`src/rtl/seq_detector_param.sv`:
```
// seq_detector_param
// Parametrised serial-pattern detector. Shifts in one bit per cycle while
// en=1 and raises a one-cycle registered pulse on z when the newest LEN
// consumed bits equal PATTERN (MSB = oldest bit, LSB = newest bit).
// overlap=1 keeps the matched bits for reuse; overlap=0 discards them, so
// LEN fresh bits are needed before the next match.
// Optional feature: define SEQ_DET_COUNT_EN to add a saturating match
// counter on port match_count (width CNT_W).
module seq_detector_param #(
    parameter int             LEN     = 3,
    parameter logic [LEN-1:0] PATTERN = 3'b101,
    parameter int             CNT_W   = 8
) (
    input  logic             clk,
    input  logic             reset,
    input  logic             en,
    input  logic             x,
    input  logic             overlap,
    output logic             z,
    output logic             armed
`ifdef SEQ_DET_COUNT_EN
    ,
    output logic [CNT_W-1:0] match_count
`endif
);

    // fill counts 0..LEN, so it needs enough bits to hold LEN itself
    localparam int             FW   = $clog2(LEN + 1);
    localparam logic [FW-1:0]  FULL = FW'(LEN);

    // FILL: fewer than LEN valid history bits; ARMED: LEN valid bits held
    typedef enum logic {
        S_FILL  = 1'b0,
        S_ARMED = 1'b1
    } state_t;

    state_t          state;
    logic [LEN-1:0]  hist;
    logic [FW-1:0]   fill;
    logic [LEN-1:0]  hist_n;
    logic [FW-1:0]   fill_n;
    logic            match;

    // next history / fill level if the current bit is consumed, and match test
    always_comb begin
        hist_n = {hist[LEN-2:0], x};
        fill_n = (fill == FULL) ? FULL : fill + 1'b1;
        match  = (fill_n == FULL) && (hist_n == PATTERN);
    end

    // detector FSM: history shift, fill level, state and registered pulse
    always_ff @(posedge clk) begin
        if (reset) begin
            hist  <= '0;
            fill  <= '0;
            state <= S_FILL;
            z     <= 1'b0;
        end else begin
            // z is a single-cycle pulse; it only rises on a consumed match
            z <= 1'b0;
            if (en) begin
                if (match) begin
                    z <= 1'b1;
                    if (overlap) begin
                        // keep the matched bits so they can start the next match
                        hist  <= hist_n;
                        fill  <= FULL;
                        state <= S_ARMED;
                    end else begin
                        // discard all history; next match needs LEN fresh bits
                        hist  <= '0;
                        fill  <= '0;
                        state <= S_FILL;
                    end
                end else begin
                    hist  <= hist_n;
                    fill  <= fill_n;
                    state <= (fill_n == FULL) ? S_ARMED : S_FILL;
                end
            end
        end
    end

    // state is kept in lockstep with fill, so this equals (fill == LEN)
    assign armed = (state == S_ARMED);

`ifdef SEQ_DET_COUNT_EN
    // saturating match counter, updated on the same edge that raises z
    always_ff @(posedge clk) begin
        if (reset) begin
            match_count <= '0;
        end else if (en && match && (match_count != {CNT_W{1'b1}})) begin
            match_count <= match_count + 1'b1;
        end
    end
`endif

endmodule

```
`config.mk`:
```
export PLATFORM = sky130hd
export DESIGN_NAME = seq_detector_param
export DESIGN_NICKNAME = d
export VERILOG_FILES = /design/src/rtl/seq_detector_param.sv
export SDC_FILE = /design/constraint.sdc
export NUM_CORES = 1
export LEC_CHECK = 0
export CAP_MARGIN = 20
export CORE_AREA = 2 2 39 41
export CTS_CLUSTER_DIAMETER = 100
export CTS_CLUSTER_SIZE = 40
export DETAILED_ROUTE_END_ITERATION = 16
export DIE_AREA = 0 0 41 43
export REMOVE_ABC_BUFFERS = 1
export SLEW_MARGIN = 20
export SYNTH_ARGS = -nofsm -noshare
export SYNTH_HDL_FRONTEND = slang
export SYNTH_SLANG_ARGS = --single-unit
```
`constraint.sdc`:
```
create_clock -name clk -period 1.7 [get_ports clk]
set_input_delay 0.17 -clock clk [delete_from_list [all_inputs] [get_ports clk]]
set_output_delay 0.17 -clock clk [all_outputs]
set_load 0.1 [all_outputs]
```
# After elaboration in Yosys (flattened, before gate mapping)
# Cells that the tools add are included.
# classes
n_addsub	1
n_eq_ne	3
n_mux	9
n_bitwise	1
n_reduce_logical	2
# ops
operator	n
$mux W2	5
$eq A2 B2 Y1 const B	2
$mux W1	4
$eq A3 B3 Y1 const B	1
$add A2 B1 Y2 const B	1
$reduce_or A2 Y1	1
$logic_and A1 B1 Y1	1
$not A1 Y1	1
# totals
register_bits	6
inputBits	5
out_inout_bits	2

# Logic depth before layout (Yosys ltp)
# depth
depth_word	5
ltp_mapped	4

# Worst setup path before layout
# OpenSTA, ideal clock, no wires.
# synth_timing
kind	reg2reg
from	reg armed (netlist name)
to	reg state (netlist: armed)
setup_time_ns	0.070
arrival_time_ns	1.159
path_slack_ns	0.471
path_stages_with_launch	3
synth_period_minus_slack_ns	1.229
cell_sequence	dfxtp_1 nand2b_1 a21oi_1
# synth_rtl
item	line	rtl
to (signal assigned)	78	state <= (fill_n == FULL) ? S_ARMED : S_FILL;
to (decl)	37	state_t state;

==> impl_metrics.env <==
export IMPL_p_total_uw=320.4
export IMPL_cp_data_required_time_ns=1.84
export IMPL_arrival_ns=1.26
export IMPL_max_stage_delay_ns=0.60
export IMPL_insertion_delay_ns=0.24
export IMPL_yosysWarnings=0
export IMPL_die_x_um=41
export IMPL_grt_pass1_vias=206
export IMPL_first_iter_violations=2
export IMPL_die_h_um=43
export IMPL_avgSynthCellArea_um2=10.53
export IMPL_path_max_fanout=10
export IMPL_antenna_found_initial=0
export IMPL_place_ws_ns=0.3254
export IMPL_use_met3_pct=5.236
export IMPL_ant_nets=0
export IMPL_hold_start="armed"
export IMPL_via_per_inst=4.313
export IMPL_layout_common_cells="6 x dfxtp_1, 4 x clkdlybuf4s50_1, 3 x nor2_1, 3 x clkbuf_4"
export IMPL_hpwl_um=358.2
export IMPL_diodes=0
export IMPL_drt_first_pass_iters=2
export IMPL_cp_num_buf_inv=1
export IMPL_cts_setup_buffers=0
export IMPL_grtUsageTotal_pct=8.016
export IMPL_report_final_slew_viol_count=0
export IMPL_r2r_cells=3
export IMPL_vdd_drop_max_mv=0.2323
export IMPL_cp_end_kind="register"
export IMPL_core_area_um2=1384
export IMPL_finClkSkew_ns=0.006910
export IMPL_r2r_end="fill[0]"
export IMPL_slew_headroom_pct=74.97
export IMPL_power_density_nw_per_um2=927.9
export IMPL_r2r_start="hist[0]"
export IMPL_fin_crit_sh_pct=65.90
export IMPL_dieArea_um2=1763
export IMPL_use_met1_pct=9.585
export IMPL_mostFrequentLayoutCell="dfxtp_1"
export IMPL_numCtsBuffers=3
export IMPL_worstPathCellList="clkdlybuf4s50_1 > nand2_1 > nor2_1 > a2111oi_2"
export IMPL_rows=14
export IMPL_grt_max_degree=11
export IMPL_p_leak_nw=0.1349
export IMPL_syn_area_um2=252.7
export IMPL_start_util_pct=18.26
export IMPL_clock_sinks=6
export IMPL_nNetsFinal=39
export IMPL_use_met2_pct=7.813
export IMPL_grt_busiest_layer="met4"
export IMPL_cts_htree_levels=1
export IMPL_setup_violations=0
export IMPL_crit_path_top_delay_cell="clkdlybuf4s50_1"
export IMPL_path_clk_slew_ns=0.05
export IMPL_fin_setup_tns_ns=0
export IMPL_drcViolationCount=0
export IMPL_synthCells=24
export IMPL_crit_family="buffers and inverters"
export IMPL_drive_gt1_share_pct=28.13
export IMPL_worstSetupStartpointType="input port"
export IMPL_fin_ws_ns=0.5797
export IMPL_cts_tree="done"
export IMPL_ctsRootBufferMaster="clkbuf_4"
export IMPL_max_freq_mhz=892.7
export IMPL_synth_seq_cells=6
export IMPL_overflow=0
export IMPL_holdWs_ns=0.4727
export IMPL_status="finished, final reports clean"
export IMPL_ys_types=15
export IMPL_wl_per_cell_um=10.19
export IMPL_area_delta_synth_final_pct=36.63
export IMPL_hold_depth=2
export IMPL_grt_first_pass_wirelength_um=834
export IMPL_vias=207
export IMPL_ioPinCount=7
export IMPL_wirelength_um=489
export IMPL_numPortBuffers=6
export IMPL_finalHoldViolations=0
export IMPL_post_cts_resize_count=0
export IMPL_worst_pin_slew_ns=0.3742
export IMPL_hold_class="reg -> reg"
export IMPL_critical_path_class="in -> reg"
export IMPL_reg2reg_setup_slack_ns=0.69
export IMPL_rsz0062_at_grt="no"
export IMPL_gp_congestion=0.6566
export IMPL_drv_cap=0
export IMPL_cts_max_path_buffers=2
export IMPL_cts_hold_repair_buffers=0
export IMPL_min_to="armed"
export IMPL_layout_min_cycle_time_ns=1.120
export IMPL_seq_area_frac_synth_pct=47.52
## worst max path at each step
| stage | start | endpoint | cells past startpoint |
|---|---|---|---|
| 6_report | en | fill[0] | 4 |
| 5_1_grt | en | fill[0] | 4 |
| 4_1_cts | en | fill[0] | 4 |
| 3_5_place_dp | en | fill[0] | 4 |
| 3_3_place_gp | en | fill[0] | 4 |
| 2_1_floorplan | armed | armed | 2 |
## power breakdown
| group | switching [mW] | internal, mW |
|---|---|---|
| sequential | 0.00616 | 0.148 |
| clock | 0.0498 | 0.0798 |
| combinational | 0.0187 | 0.0182 |
## cells in the mapped netlist, drive strengths merged
| cell | instances | area share [%] |
|---|---|---|
| mux2i | 2 | 7.9 |
| o211ai | 1 | 3.0 |
| a2111oi | 1 | 5.9 |
| and4bb | 1 | 4.9 |
| a21oi | 2 | 4.0 |
| nor3b | 1 | 3.0 |
| dfxtp | 6 | 48 |
| nor3 | 1 | 2.0 |
| nor2 | 4 | 6.9 |
| a211oi | 1 | 3.0 |
| buf | 1 | 2.0 |
| nand4b | 1 | 5.9 |
| nand2b | 1 | 2.5 |
| nand2 | 1 | 1.5 |
## cell families (layout without fill, tap and decap cells)
kind of cell | Yosys count | in the layout | synth area share, %
buf+inv | 1 | 9 | 1.978
flops | 6 | 6 | 47.53
compound gates | 5 | 5 | 15.84
mux | 2 | 2 | 7.921
simple gates | 10 | 10 | 26.73
## flip-flops by register name (all words and copies together), names as in the netlist
| signal | cells |
|---|---|
| armed | 1 |
| z | 1 |
| fill | 2 |
| hist | 2 |
## final cells by class
cell class | instances | area (um^2)
Sequential cell | 6 | 120.1
Timing Repair Buffer | 6 | 55.05
Tap cell | 16 | 20.02
Clock buffer | 3 | 22.52
Multi-Input combinational cell | 17 | 127.6
Fill cell | 157 | 1039
## tightest hold or removal path, stage by stage (launching register included)
cell      delay [ns]
dfxtp_1         0.30
nand2b_1        0.07
a21oi_1         0.05
## metrics by stage
stage          std cells  cell area [um^2]  utilization (%)
6_report              48             345.3            24.95
5_1_grt               48             345.3            24.95
4_1_cts               48             345.3            24.95
3_5_place_dp          45             322.8            23.33
3_3_place_gp          45             322.8            23.33
2_1_floorplan         23             247.7                -
## per-layer routing
layer | vias to the layer above | part of all wire [%]
met2 | 6 | 38
met4 | 0 | 2.0
li1 | 108 | -
met5 | - | 0
met3 | 2 | 7.4
met1 | 91 | 53
Power figures use the tool's default switching activity.
